**src/rtl/pipe_skid_latch_pkg.sv**
```systemverilog
// Shared definitions for the pipeline stage latches: instr-set tags, the common
// bubble encoding, and the occupancy-encoded latch state.
package pipe_skid_latch_pkg;

  localparam int INSTR_W_DEF = 12;
  localparam int ISET_W_DEF  = 4;
  localparam int PC_W_DEF    = 12;

  localparam logic [ISET_W_DEF-1:0]  ISET_BASE = 4'h0;
  localparam logic [ISET_W_DEF-1:0]  ISET_EXT  = 4'h1;
  localparam logic [ISET_W_DEF-1:0]  ISET_VEC  = 4'h2;
  localparam logic [INSTR_W_DEF-1:0] NOP_ENC   = 12'h000;

  // State value equals the number of held entries.
  typedef enum logic [1:0] {
    ST_EMPTY = 2'd0,
    ST_ONE   = 2'd1,
    ST_TWO   = 2'd2
  } state_e;

endpackage

```
**src/rtl/pipe_skid_latch_if.sv**
```systemverilog
// Handshake and payload bundle between an upstream stage, the latch, and the
// downstream stage.
interface pipe_skid_latch_if #(
  parameter int INSTR_W = 12,
  parameter int ISET_W  = 4,
  parameter int PC_W    = 12
);
  logic               in_valid;
  logic               in_ready;
  logic [INSTR_W-1:0] instr_in;
  logic [ISET_W-1:0]  instr_set_in;
  logic [PC_W-1:0]    pc_in;
  logic               out_valid;
  logic               out_ready;
  logic [INSTR_W-1:0] instr_out;
  logic [ISET_W-1:0]  instr_set_out;
  logic [PC_W-1:0]    pc_out;
  logic [1:0]         occupancy;

  modport slave (
    input  in_valid, instr_in, instr_set_in, pc_in, out_ready,
    output in_ready, out_valid, instr_out, instr_set_out, pc_out, occupancy
  );

  modport master (
    output in_valid, instr_in, instr_set_in, pc_in, out_ready,
    input  in_ready, out_valid, instr_out, instr_set_out, pc_out, occupancy
  );
endinterface

```
**src/rtl/pipe_skid_latch_reg.sv**
```systemverilog
// Single payload register with load enable; clear loads the bubble value and
// takes priority over load.
module pipe_skid_latch_reg #(
  parameter int             W      = 28,
  parameter logic [W-1:0]   BUBBLE = '0
) (
  input  logic         clk,
  input  logic         i_clear,
  input  logic         i_load,
  input  logic [W-1:0] i_d,
  output logic [W-1:0] o_q
);
  logic [W-1:0] r_q;

  always_ff @(posedge clk) begin
    if (i_clear)     r_q <= BUBBLE;
    else if (i_load) r_q <= i_d;
  end

  assign o_q = r_q;
endmodule

```
**src/rtl/pipe_skid_latch.sv**
```systemverilog
// Inter-stage pipeline latch {instr, instr_set, pc} with a 2-entry skid buffer.
// state    | meaning
// ST_EMPTY | nothing held, main keeps last value (out_valid=0)
// ST_ONE   | main holds the head entry
// ST_TWO   | main holds head, skid holds next; upstream stalled
module pipe_skid_latch
  import pipe_skid_latch_pkg::*;
#(
  parameter int                   INSTR_W    = INSTR_W_DEF,
  parameter int                   ISET_W     = ISET_W_DEF,
  parameter int                   PC_W       = PC_W_DEF,
  parameter logic [INSTR_W-1:0]   NOP_INSTR  = NOP_ENC,
  parameter logic [ISET_W-1:0]    RESET_ISET = ISET_BASE
) (
  input  logic                clk,
  input  logic                rst_n,
  input  logic                flush,
  pipe_skid_latch_if.slave    bus
);
  localparam int           W      = INSTR_W + ISET_W + PC_W;
  localparam logic [W-1:0] BUBBLE = {NOP_INSTR, RESET_ISET, {PC_W{1'b0}}};

  state_e       r_state, w_state_n;
  logic         r_in_ready;
  logic         w_in_fire, w_out_fire, w_clear;
  logic         w_load_main, w_load_skid, w_main_from_skid;
  logic [W-1:0] w_in_data, w_main_d, w_main_q, w_skid_q;

  assign w_in_fire  = bus.in_valid & r_in_ready;
  assign w_out_fire = (r_state != ST_EMPTY) & bus.out_ready;
  assign w_clear    = ~rst_n | flush;
  assign w_in_data  = {bus.instr_in, bus.instr_set_in, bus.pc_in};
  assign w_main_d   = w_main_from_skid ? w_skid_q : w_in_data;

  always_comb begin
    w_state_n        = r_state;
    w_load_main      = 1'b0;
    w_load_skid      = 1'b0;
    w_main_from_skid = 1'b0;
    case (r_state)
      ST_EMPTY: begin
        if (w_in_fire) begin
          w_state_n   = ST_ONE;
          w_load_main = 1'b1;
        end
      end
      ST_ONE: begin
        if (w_in_fire && !w_out_fire) begin
          w_state_n   = ST_TWO;
          w_load_skid = 1'b1;
        end else if (!w_in_fire && w_out_fire) begin
          w_state_n   = ST_EMPTY;
        end else if (w_in_fire && w_out_fire) begin
          w_load_main = 1'b1;
        end
      end
      ST_TWO: begin
        if (w_out_fire) begin
          w_state_n        = ST_ONE;
          w_load_main      = 1'b1;
          w_main_from_skid = 1'b1;
        end
      end
      default: w_state_n = ST_EMPTY;
    endcase
  end

  // in_ready is held low for the cycle following a reset edge.
  always_ff @(posedge clk) begin
    if (!rst_n) begin
      r_state    <= ST_EMPTY;
      r_in_ready <= 1'b0;
    end else if (flush) begin
      r_state    <= ST_EMPTY;
      r_in_ready <= 1'b1;
    end else begin
      r_state    <= w_state_n;
      r_in_ready <= (w_state_n != ST_TWO);
    end
  end

  pipe_skid_latch_reg #(.W(W), .BUBBLE(BUBBLE)) u_main (
    .clk     (clk),
    .i_clear (w_clear),
    .i_load  (w_load_main),
    .i_d     (w_main_d),
    .o_q     (w_main_q)
  );

  pipe_skid_latch_reg #(.W(W), .BUBBLE(BUBBLE)) u_skid (
    .clk     (clk),
    .i_clear (w_clear),
    .i_load  (w_load_skid),
    .i_d     (w_in_data),
    .o_q     (w_skid_q)
  );

  assign bus.in_ready      = r_in_ready;
  assign bus.out_valid     = (r_state != ST_EMPTY);
  assign bus.occupancy     = r_state;
  assign bus.instr_out     = w_main_q[W-1 -: INSTR_W];
  assign bus.instr_set_out = w_main_q[PC_W +: ISET_W];
  assign bus.pc_out        = w_main_q[PC_W-1:0];
endmodule
```
**src/flat_wrapper.sv**
```systemverilog
// flat-port wrapper written by rule: the top's interface ports become plain ports
module pipe_skid_latch_flat import pipe_skid_latch_pkg::*;
#(
  parameter int                   INSTR_W    = INSTR_W_DEF,
  parameter int                   ISET_W     = ISET_W_DEF,
  parameter int                   PC_W       = PC_W_DEF,
  parameter logic [INSTR_W-1:0]   NOP_INSTR  = NOP_ENC,
  parameter logic [ISET_W-1:0]    RESET_ISET = ISET_BASE
)
  (clk, rst_n, flush, bus_in_valid, bus_instr_in, bus_instr_set_in, bus_pc_in, bus_out_ready, bus_in_ready, bus_out_valid, bus_instr_out, bus_instr_set_out, bus_pc_out, bus_occupancy);
  pipe_skid_latch_if #(.INSTR_W(INSTR_W), .ISET_W(ISET_W), .PC_W(PC_W)) bus_i ();
  input  logic clk;
  input  logic rst_n;
  input  logic flush;
  input wire logic [$bits(bus_i.in_valid)-1:0] bus_in_valid;
  input wire logic [$bits(bus_i.instr_in)-1:0] bus_instr_in;
  input wire logic [$bits(bus_i.instr_set_in)-1:0] bus_instr_set_in;
  input wire logic [$bits(bus_i.pc_in)-1:0] bus_pc_in;
  input wire logic [$bits(bus_i.out_ready)-1:0] bus_out_ready;
  output wire logic [$bits(bus_i.in_ready)-1:0] bus_in_ready;
  output wire logic [$bits(bus_i.out_valid)-1:0] bus_out_valid;
  output wire logic [$bits(bus_i.instr_out)-1:0] bus_instr_out;
  output wire logic [$bits(bus_i.instr_set_out)-1:0] bus_instr_set_out;
  output wire logic [$bits(bus_i.pc_out)-1:0] bus_pc_out;
  output wire logic [$bits(bus_i.occupancy)-1:0] bus_occupancy;
  assign bus_i.in_valid = bus_in_valid;
  assign bus_i.instr_in = bus_instr_in;
  assign bus_i.instr_set_in = bus_instr_set_in;
  assign bus_i.pc_in = bus_pc_in;
  assign bus_i.out_ready = bus_out_ready;
  assign bus_in_ready = bus_i.in_ready;
  assign bus_out_valid = bus_i.out_valid;
  assign bus_instr_out = bus_i.instr_out;
  assign bus_instr_set_out = bus_i.instr_set_out;
  assign bus_pc_out = bus_i.pc_out;
  assign bus_occupancy = bus_i.occupancy;
  pipe_skid_latch #(.INSTR_W(INSTR_W), .ISET_W(ISET_W), .PC_W(PC_W), .NOP_INSTR(NOP_INSTR), .RESET_ISET(RESET_ISET)) u_core (.clk(clk), .rst_n(rst_n), .flush(flush), .bus(bus_i));
endmodule
```
**config.mk**
```make
export PLATFORM = sky130hd
export DESIGN_NAME = pipe_skid_latch_flat
export DESIGN_NICKNAME = d
export VERILOG_FILES = /design/src/rtl/pipe_skid_latch_pkg.sv /design/src/rtl/pipe_skid_latch_if.sv /design/src/rtl/pipe_skid_latch_reg.sv /design/src/rtl/pipe_skid_latch.sv /design/src/flat_wrapper.sv
export SDC_FILE = /design/constraint.sdc
export NUM_CORES = 1
export LEC_CHECK = 0
export CAP_MARGIN = 20
export CORE_MARGIN = 2
export CORE_UTILIZATION = 30
export DETAILED_ROUTE_END_ITERATION = 10
export PLACE_DENSITY_LB_ADDON = 0.12
export SLEW_MARGIN = 40
export SYNTH_ARGS = -nofsm -noshare
export SYNTH_HDL_FRONTEND = slang
export SYNTH_SLANG_ARGS = --single-unit
export TNS_END_PERCENT = 20
```
**constraint.sdc**
```tcl
create_clock -name clk -period 3.4 [get_ports clk]
set_input_delay 0.51 -clock clk [delete_from_list [all_inputs] [get_ports clk]]
set_output_delay 0.51 -clock clk [all_outputs]
set_load 0.05 [all_outputs]
```
# Word-level counts from Yosys, hierarchy flattened
# Cells that the tools add are included.
[classes]
n_eq_ne = 3
n_mux = 16
bitwise = 4
reduce_logical = 8
[ops]
columns = ["op", "n"]
rows = [
  ["28-bit 2-to-1 mux", 1],
  ["1-bit 2-to-1 mux", 9],
  ["2-bit 2-to-1 mux", 4],
  ["2-bit case mux with 3 select lines", 1],
  ["1-bit logical AND", 3],
  ["1-bit case mux with 3 select lines", 1],
  ["1-bit AND", 2],
  ["2-bit by 1-bit == test with 1-bit output (second input constant)", 1],
  ["2-bit == test (second input constant)", 1],
  ["1-bit logical NOT", 2],
  ["2-bit logical NOT", 1],
  ["2-bit inequality test (second input constant)", 1],
  ["2-bit nonzero test", 1],
  ["2-bit OR reduction", 1],
  ["1-bit inverter", 1],
  ["1-bit bitwise OR", 1],
]
[totals]
regBits = 59
input_bits = 33
output_inout_bits = 32

# Longest topological paths before layout
# Gate-level depths: netlist of run 1.
[depth]
depth_word = 8
mapped_depth = 6
depth_no_buf = 4

# Modules after synthesis
# Synthesis of run 1 repeated with hierarchy kept, for this count alone.
[unflattened]
hier_cells = 230
hier_area_um2 = 2665.1
[modules_own_cells]
columns = ["module", "instances", "cells_per_inst", "area_each_um2", "seq_area_each_um2"]
rows = [
  ["pipe_skid_latch_reg", 2, 90, 1012.2, 560.5],
  ["pipe_skid_latch", 1, 50, 640.6, 60.1],
]

# Least setup slack after synthesis of run 1
# Ideal clock, no wire load.
[synth_path]
path_kind = "reg-to-output"
start = "reg u_core.r_state[0], in the netlist u_core.bus.occupancy[0]"
end = "out bus_out_valid"
arrival_time_ns = 1.126
setup_slack_ns = 1.764
path_stages_with_launch = 2
n_path_buf = 0
path_cell_list = "dfxtp_1 or2_2"
[synth_between]
elab_chain_len = 1
[synth_lines]
columns = ["item", "line_no", "source"]
rows = [
  ["start, declared", "pipe_skid_latch.sv:23", "state_e r_state, w_state_n;"],
  ["start signal, assigned", "pipe_skid_latch.sv:77", "r_state <= w_state_n;"],
  ["2-bit nonzero test", "pipe_skid_latch.sv:99", "assign bus.out_valid = (r_state != ST_EMPTY);"],
  ["end, declared", "flat_wrapper.sv:21", "output wire logic [$bits(bus_i.out_valid)-1:0] bus_out_valid;"],
]
# No other way between the ends.

# Worst setup path in the final report of run 1
# Ends and elaborated chain as after synthesis.

==> results.yml, run 1 <==
run_status:
  status: "finished, final reports clean"
logic_synthesis:
  synth_edf_count: 0
  ys_top_cells_by_area: "dfxtp_1 49%, nand2_1 18%, a31oi_1 7.2%"
  netlist_area_sq_um: 2420
  ys_types: 25
  yosys.area.top_type_share_pct: 48.8
  synth.yosys.seq_area_share_pct: 48.8
  syn_inst: 299
  ys_ff_latch: 59
  synth_area_leader_cell: "dfxtp_1"
  avgSynthCellArea_sq_um: 8.10
  synthTopCellsByCount: "114 x nand2_1, 59 x dfxtp_1, 31 x a21oi_1"
  synthArstFlopShare_pct: 0
  yosysWarnings: 0
  yosysMostFrequentCell: "nand2_1"
  mappedNetlistNets: 332
  synth-main-ff-cell: "dfxtp_1"
worst_setup_path:
  startpoint_type: "flip-flop"
  worst_ep_required_time_ns: 2.89
  worstPathArrival_ns: 1.77
  crit_type: "flip-flop to primary output"
  ff2ff_path_depth: 4
  cp_slowest_cell: "clkdlybuf4s50_1"
  path_buf_inv: 1
  rrSetupSlack_ns: 1.94
  end_kind: "primary output"
  crit_fanout: 7
  critPathTopFamily: "buffers and inverters"
  r2r-start: "u_core.bus.in_ready"
  crit_path_max_incr_delay_ns: 0.79
  crit_chain: "or2_2 -> clkdlybuf4s50_1"
  reg2reg_to: "u_core.u_skid.o_q[23]"
floorplanning:
  dieArea_sq_um: 8810
  initial_utilization_pct: 31.2
  die_x_um: 93.8
  core_sq_um: 7770
  die_h_um: 93.8
  boundaryPins: 65
  rows: 32
grt:
  grt_max_degree: 57
  grt_first_pass_wirelength_um: 9880
  grt_usage_pct: 14.6
  antenna_found_initial: 0
  grt_pass1_vias: 2012
  overflow: 0
placed_design:
  dp_cells: 446
  gp_congestion: 0.718
  hpwl_um: 3520
  portBuffers: 64
  pre_cts_ws_ns: 1.28
cells_and_area:
  syn2layout_area_growth_pct: 37.7
  insertedDiodeCount: 0
  drive_above_1_share_pct: 7.78
  final_nets: 388
  fillers: 813
  final-instance-count-excl-fill: 462
detailed_routing:
  wl_per_cell_um: 13.1
  drtIter0Drc: 96
  first_pass_iters: 4
  drc: 0
  wirelength_um: 6040
  via_count: 2173
  antenna_left: 0
  via_per_inst: 4.70
run:
  cap_viol_max_count: 0
hold_path:
  hp-class: "flip-flop to flip-flop"
  hold_start: "u_core.u_skid.o_q[2]"
  whs_path_depth: 2
  hold_end: "u_core.u_skid.o_q[2]"
clock_tree:
  worstSkewPairLatency_ns: 0.33
  h-tree-depth: 3
  cts_setup_buffers: 0
  cts_root_buf: "clkbuf_8"
  ctsHoldBuffers: 0
  clk_pin_slew_worst_paths_ns: 0.06
  cts.path.max_buffers: 2
  cts.sinks: 59
  cts_resized: 0
  cts_tree: "done"
  cts_buffers: 9
power:
  power_uw: 1740
  p_leak_uw: 0.00111
  peakVddDrop_mv: 0.263
  p_per_area_nw_per_um2: 523
sta:
  rsz0062_at_grt: "no"
  tightest_slew_ns: 0.527
  slew_headroom_pct: 64.9
  setup_viol: 0
  min_period_over_period_pct: 67.1
  fin_setup_tns_ns: 0
  hold_viol: 0
  fmax_mhz: 438
  slew_viol_final: 0
  fin_skew_ns: 0.00546
  worst_slack_ns: 1.12
  min_period_ns: 2.28
[logic make-up (layout without fill, tap and decap cells)]
family | count (synthesis) | in the layout | synth area share [%]
simple gates | 130 | 130 | 24.8
flops | 59 | 59 | 48.8
buf+inv | 21 | 82 | 6.46
compound gates | 89 | 89 | 19.9
[routing by layer]
layer	routed length [um]	vias up	global-route usage, %
li1	-	1122	-
met1	2880	997	18.7
met2	2810	49	22.8
met3	303	5	5.78
met4	51	0	3.99
met5	0	-	0
[final cells by class]
type / instances / area, sq um / share of cell area, %
tap: 102 / 128 / 3.83
multi-input combinational: 219 / 1090 / 32.8
sequential: 59 / 1180 / 35.4
timing repair buffer: 66 / 656 / 19.7
clock buffer: 12 / 155 / 4.65
clock inverter: 4 / 120 / 3.60
[worst max-delay path by stage]
| stage | from | cells after the start | slack (ns) | to |
|---|---|---|---|---|
| finish | u_core.bus.occupancy[0] | 2 | 1.12 | bus_out_valid |
| global route | u_core.bus.occupancy[0] | 2 | 1.03 | bus_out_valid |
| CTS | u_core.bus.occupancy[0] | 2 | 1.10 | bus_out_valid |
| detailed placement | bus_in_valid | 5 | 1.28 | u_core.u_skid.o_q[23] |
| global placement | bus_out_ready | 4 | 1.16 | u_core.u_main.o_q[27] |
| floorplan | u_core.bus.occupancy[0] | 1 | 1.76 | bus_out_valid |
[power breakdown]
part	switching (uW)	internal (uW)	total, uW
sequential	6.65	700	707
combinational	91.2	67.2	158
clock	274	602	876
total	372	1370	1740
[flip-flops by register name, summed over array words and instances (netlist names)]
name                  flops
u_core.bus.occupancy      2
u_core.bus.in_ready       1
u_core.u_main.o_q        28
u_core.u_skid.o_q        28
[worst reg2reg max path, delay by kind of cell (launching register included)]
kind,cells,cell delay (ns)
compound gates,1,0.07
flops,1,0.43
simple gates,3,0.85
[placed cells by master, fill, tap and decap left out, drive strengths merged, types with 2 or more instances in the layout]
cell type / n
a21oi: 31
a31oi: 28
buf: 2
bufinv: 4
clkbuf: 12
clkdlybuf4s50: 64
dfxtp: 59
nand2: 116
nand2b: 2
nor2: 3
nor2b: 3
o21ai: 29
[through the flow]
stage / hold slack [ns] / cell area, sq um / utilization, %
2_1_floorplan: 0.433 / 2420 / -
3_3_place_gp: 0.439 / 3050 / 39.3
3_5_place_dp: 0.443 / 3060 / 39.4
4_1_cts: 0.452 / 3330 / 42.9
5_1_grt: 0.471 / 3330 / 42.9
6_report: 0.452 / 3330 / 42.9
Note: power is estimated with default switching activity, not from simulation.
==> inputs of run 2 (changes only) <==
- clock period: 3.4 -> 1.9 ns (I/O delays scaled with it)
==> run 2 against run 1 <==
Clock skew hardly changed. Worst hold slack hardly changed. Routed wire length is 4.1% higher. Global-route usage is 0.35 points higher. Total power is 48% higher. Worst setup slack worse by 1.0 ns. Clock-buffer cell count is 3 higher. Flip-flop and latch count stayed put. Cell count is 1.3% higher.
==> results.yml, run 2 (synthesis gave the netlist of run 1 again) <==
sta:
  worst_slack_ns: 0.119
  fmax_mhz: 561
  min_period_ns: 1.78
  tightest_slew_ns: 0.502
  fin_setup_tns_ns: 0
  hold_viol: 0
  fin_skew_ns: 0.00564
  rsz0062_at_grt: "no"
  setup_viol: 0
  slew_viol_final: 0
  min_period_over_period_pct: 93.7
  slew_headroom_pct: 66.4
cells_and_area:
  final_nets: 394
  design_area_sq_um: 3290
  mostFrequentLayoutCell: "nand2_1"
  layout_common_cells: "113 x nand2_1, 60 x clkdlybuf4s50_1, 59 x dfxtp_1"
  insertedDiodeCount: 0
  syn2layout_area_growth_pct: 36.0
  fillers: 827
  drive_above_1_share_pct: 9.29
floorplanning:
  dieArea_sq_um: 8810
  core_sq_um: 7770
  initial_utilization_pct: 31.2
  boundaryPins: 65
  die_x_um: 93.8
  die_h_um: 93.8
  rows: 32
detailed_routing:
  antenna_left: 0
  first_pass_iters: 4
  drc: 0
  wl_per_cell_um: 13.4
  drtIter0Drc: 142
  via_count: 2211
  via_per_inst: 4.72
  wirelength_um: 6290
clock_tree:
  worstSkewPairLatency_ns: 0.33
  h-tree-depth: 3
  cts.path.max_buffers: 2
  cts_buffers: 9
  cts_tree: "done"
  cts.sinks: 59
  ctsHoldBuffers: 0
  clk_pin_slew_worst_paths_ns: 0.06
  cts_root_buf: "clkbuf_8"
worst_setup_path:
  crit_chain: "clkdlybuf4s50_1"
  startpoint_type: "flip-flop"
  ff2ff_path_depth: 4
  worst_ep_required_time_ns: 1.62
  crit_fanout: 2
  reg2reg_to: "u_core.u_skid.o_q[7]"
  path_buf_inv: 1
  critPathTopFamily: "buffers and inverters"
  startpoint: "u_core.u_main.o_q[9]"
  crit_type: "flip-flop to primary output"
  critPathCapture: "bus_pc_out[9]"
  rrSetupSlack_ns: 0.46
  end_kind: "primary output"
  cp_slowest_cell: "clkdlybuf4s50_1"
  r2r-start: "u_core.bus.in_ready"
  worstPathArrival_ns: 1.50
  crit_cells: 1
  crit_path_max_incr_delay_ns: 0.81
placed_design:
  hpwl_um: 3930
  postPlaceCellArea_sq_um: 3120
  gp_congestion: 0.718
  portBuffers: 64
  pre_cts_ws_ns: 0.0214
grt:
  grt_first_pass_wirelength_um: 10200
  grt_max_degree: 38
  overflow: 0
  grt_most_used_layer: "met2"
  grt_usage_pct: 14.9
  antenna_found_initial: 0
  grt_pass1_vias: 2037
  use_met3_pct: 3.45
  met2_usage_pct: 22.4
  use_met1_pct: 20.2
hold_path:
  hp-class: "flip-flop to flip-flop"
run:
  cap_viol_max_count: 0
power:
  peakVddDrop_mv: 0.277
  p_leak_uw: 0.00111
  p_per_area_nw_per_um2: 786
run_status:
  status: "finished, final reports clean"
run 2: timing repair:
| action | 4_1_cts | 5_1_grt |
|---|---|---|
| endpoints found under the setup margin | 0 | 1 |
| buffers inserted | 0 | 0 |
| endpoints found under the hold margin | 0 | 0 |
| gates resized for setup | 0 | 1 |
run 2: per-layer routing:
metal / vias up / wire length (um) / part of all wire (%)
li1: 1133 / - / -
met1: 1013 / 2950 / 47
met2: 57 / 2910 / 46
met3: 8 / 362 / 5.8
met4: 0 / 78 / 1.2
met5: - / 0 / 0
run 2: power breakdown:
part / internal [uW] / total (uW) / switching [uW]
Combinational: 131 / 299 / 168
Sequential: 1250 / 1270 / 11.5
Clock: 547 / 1020 / 474
Total: 1930 / 2590 / 654
run 2: worst min path at each step:
stage / from / endpoint / slack (ns) / cells after the start
2_1_floorplan: rst_n / u_core.bus.occupancy[1] / 0.41 / 1
3_3_place_gp: u_core.u_skid.o_q[9] / u_core.u_skid.o_q[9] / 0.44 / 2
3_5_place_dp: u_core.u_skid.o_q[15] / u_core.u_skid.o_q[15] / 0.44 / 2
4_1_cts: u_core.u_skid.o_q[15] / u_core.u_skid.o_q[15] / 0.45 / 2
5_1_grt: u_core.u_skid.o_q[15] / u_core.u_skid.o_q[15] / 0.47 / 2
6_report: u_core.u_skid.o_q[5] / u_core.u_skid.o_q[5] / 0.45 / 2
run 2: layout make-up:
class                   instances  area (sq um)  area share, %
clock buffers                  15           166           5.06
clock inverters                 1          7.51          0.228
multi-input cells             219          1090           33.1
flip-flops and latches         59          1180           35.9
well taps                     102           128           3.88
repair buffers                 72           721           21.9
run 2: metrics by stage:
step	hold slack (ns)	instances	utilization (%)	power, uW
after floorplan	0.407	299	-	1450
after global placement	0.438	452	40.1	1590
after detailed placement	0.443	452	40.1	1600
after CTS	0.452	468	42.3	2620
after global routing	0.468	468	42.4	2690
final	0.451	468	42.4	2590
==> inputs of run 3 (changes only) <==
- clock period: 1.9 -> 2.3 ns (I/O delays scaled with it)
==> run 3 against run 2 <==
Clock power is 19% lower. Clock-buffer cell count is 1 lower. Core utilization is 0.66 points lower. Worst hold slack hardly changed. Critical path depth is 1 higher. Flip-flop and latch count stayed put. First-iteration DRC count is 61% lower. Die area stayed put. Via count is 2.3% lower. Largest cell class unchanged. Highest routed layer unchanged.
==> results.yml, run 3 (synthesis gave the netlist of run 1 again) <==
sta:
  setup_viol: 0
  slew_headroom_pct: 66.3
  hold_viol: 0
  hold_slack_ns: 0.451
  tightest_slew_ns: 0.504
  rsz0062_at_grt: "no"
  min_period_over_period_pct: 91.4
  fin_setup_tns_ns: 0
  slew_viol_final: 0
  fmax_mhz: 476
  min_period_ns: 2.10
  fin_skew_ns: 0.00345
floorplanning:
  die_h_um: 93.8
  rows: 32
  boundaryPins: 65
  initial_utilization_pct: 31.2
  core_sq_um: 7770
  die_x_um: 93.8
  dieArea_sq_um: 8810
power:
  p_switching_uw: 522
  peakVddDrop_mv: 0.255
  p_seq_share_pct: 49.6
  p_leak_uw: 0.00107
  internal_power_uw: 1580
  power_uw: 2110
  p_per_area_nw_per_um2: 650
  power.share.clock_pct: 39.3
  p_sw_share_pct: 24.8
  p_comb_share_pct: 11.1
hold_path:
  whs_path_depth: 2
  hold_start: "u_core.u_skid.o_q[6]"
  hp-class: "flip-flop to flip-flop"
  hold_end: "u_core.u_skid.o_q[6]"
placed_design:
  hpwl_um: 3720
  gp_congestion: 0.686
  portBuffers: 64
cells_and_area:
  drive_above_1_share_pct: 7.73
  final_core_util_pct: 41.7
  mostFrequentLayoutCell: "nand2_1"
  syn2layout_area_growth_pct: 33.9
  insertedDiodeCount: 0
  layout_common_cells: "113 x nand2_1, 64 x clkdlybuf4s50_1, 59 x dfxtp_1"
  final_nets: 390
worst_setup_path:
  critPathTopFamily: "buffers and inverters"
  crit_path_max_incr_delay_ns: 0.79
  r2r-start: "u_core.bus.in_ready"
  end_kind: "primary output"
  reg2reg_to: "u_core.u_skid.o_q[17]"
  rrSetupSlack_ns: 0.89
  worst_ep_required_time_ns: 1.96
  cp_slowest_cell: "clkdlybuf4s50_1"
  ff2ff_path_depth: 4
  crit_type: "flip-flop to primary output"
  worstPathArrival_ns: 1.76
  path_buf_inv: 1
  startpoint_type: "flip-flop"
  crit_fanout: 7
  crit_chain: "or2_2 -> clkdlybuf4s50_1"
clock_tree:
  cts_resized: 0
  h-tree-depth: 3
  cts_root_buf: "clkbuf_8"
  cts_setup_buffers: 0
  cts.sinks: 59
  ctsHoldBuffers: 0
  clk_pin_slew_worst_paths_ns: 0.06
  cts_tree: "done"
  cts_buffers: 9
  cts.path.max_buffers: 2
  worstSkewPairLatency_ns: 0.33
grt:
  grt_first_pass_wirelength_um: 9980
  grt_pass1_vias: 2090
  grt_max_degree: 30
  antenna_found_initial: 0
  grt_usage_pct: 14.7
  overflow: 0
detailed_routing:
  drc: 0
  antenna_left: 0
  wirelength_um: 5960
  drtIter0Drc: 56
  wl_per_cell_um: 12.8
  via_count: 2160
  via_per_inst: 4.66
  first_pass_iters: 6
run:
  cap_viol_max_count: 0
run_status:
  status: "finished, final reports clean"
==> run 3: changes by cell type in the layout (fill, tap and decap cells not counted) <==
cell	previous run	this run
buf_4	9	4
clkdlybuf4s50_1	60	64
clkinv_2	0	2
dlymetal6s2s_1	1	0
buf_12	2	0
clkbuf_1	4	3
clkinvlp_4	1	0
==> run 3: final cells by class <==
class | count | area (sq um)
fill | 826 | 4530
sequential | 59 | 1180
multi-input combinational | 219 | 1090
timing repair buffer | 68 | 671
clock buffer | 14 | 163
tap | 102 | 128
clock inverter | 2 | 10.0
==> run 3: worst register-to-register path, stage by stage, from the launching register on <==
cell     delay, ns
dfxtp_1       0.42
and3b_1       0.40
nand2_4       0.26
nand2_1       0.15
a21oi_1       0.07
==> run 3: worst max-delay path by stage <==
stage	startpoint	endpoint	slack [ns]	depth (start not counted)
3_3_place_gp	bus_out_ready	u_core.u_main.o_q[0]	0.39	5
2_1_floorplan	u_core.bus.occupancy[1]	u_core.u_main.o_q[15]	0.71	6
4_1_cts	u_core.bus.occupancy[0]	bus_out_valid	0.16	2
5_1_grt	u_core.bus.occupancy[0]	bus_out_valid	0.13	2
3_5_place_dp	bus_in_valid	u_core.u_skid.o_q[19]	0.37	5
6_report	u_core.bus.occupancy[0]	bus_out_valid	0.20	2
==> run 3: metal layers <==
metal | wire (um) | global-route usage [%]
met3 | 292 | 3.37
met2 | 2750 | 23.3
met1 | 2830 | 18.8
met4 | 91 | 7.25
met5 | 0 | 0
==> run 3: metrics by stage <==
stage | instances | area (sq um) | setup slack (ns)
detailed placement | 448 | 3070 | 0.375
global route | 464 | 3240 | 0.129
floorplan | 299 | 2420 | 0.710
finish | 464 | 3240 | 0.197
global placement | 448 | 3070 | 0.385
CTS | 464 | 3240 | 0.163
==> run 3: power by group through the flow <==
stage	clock network [uW]	registers (uW)	logic (uW)
after floorplan	0	1110	87.1
after global placement	0	1070	238
after detailed placement	0	1070	236
after CTS	854	1050	237
after global routing	907	1050	253
final	827	1050	233
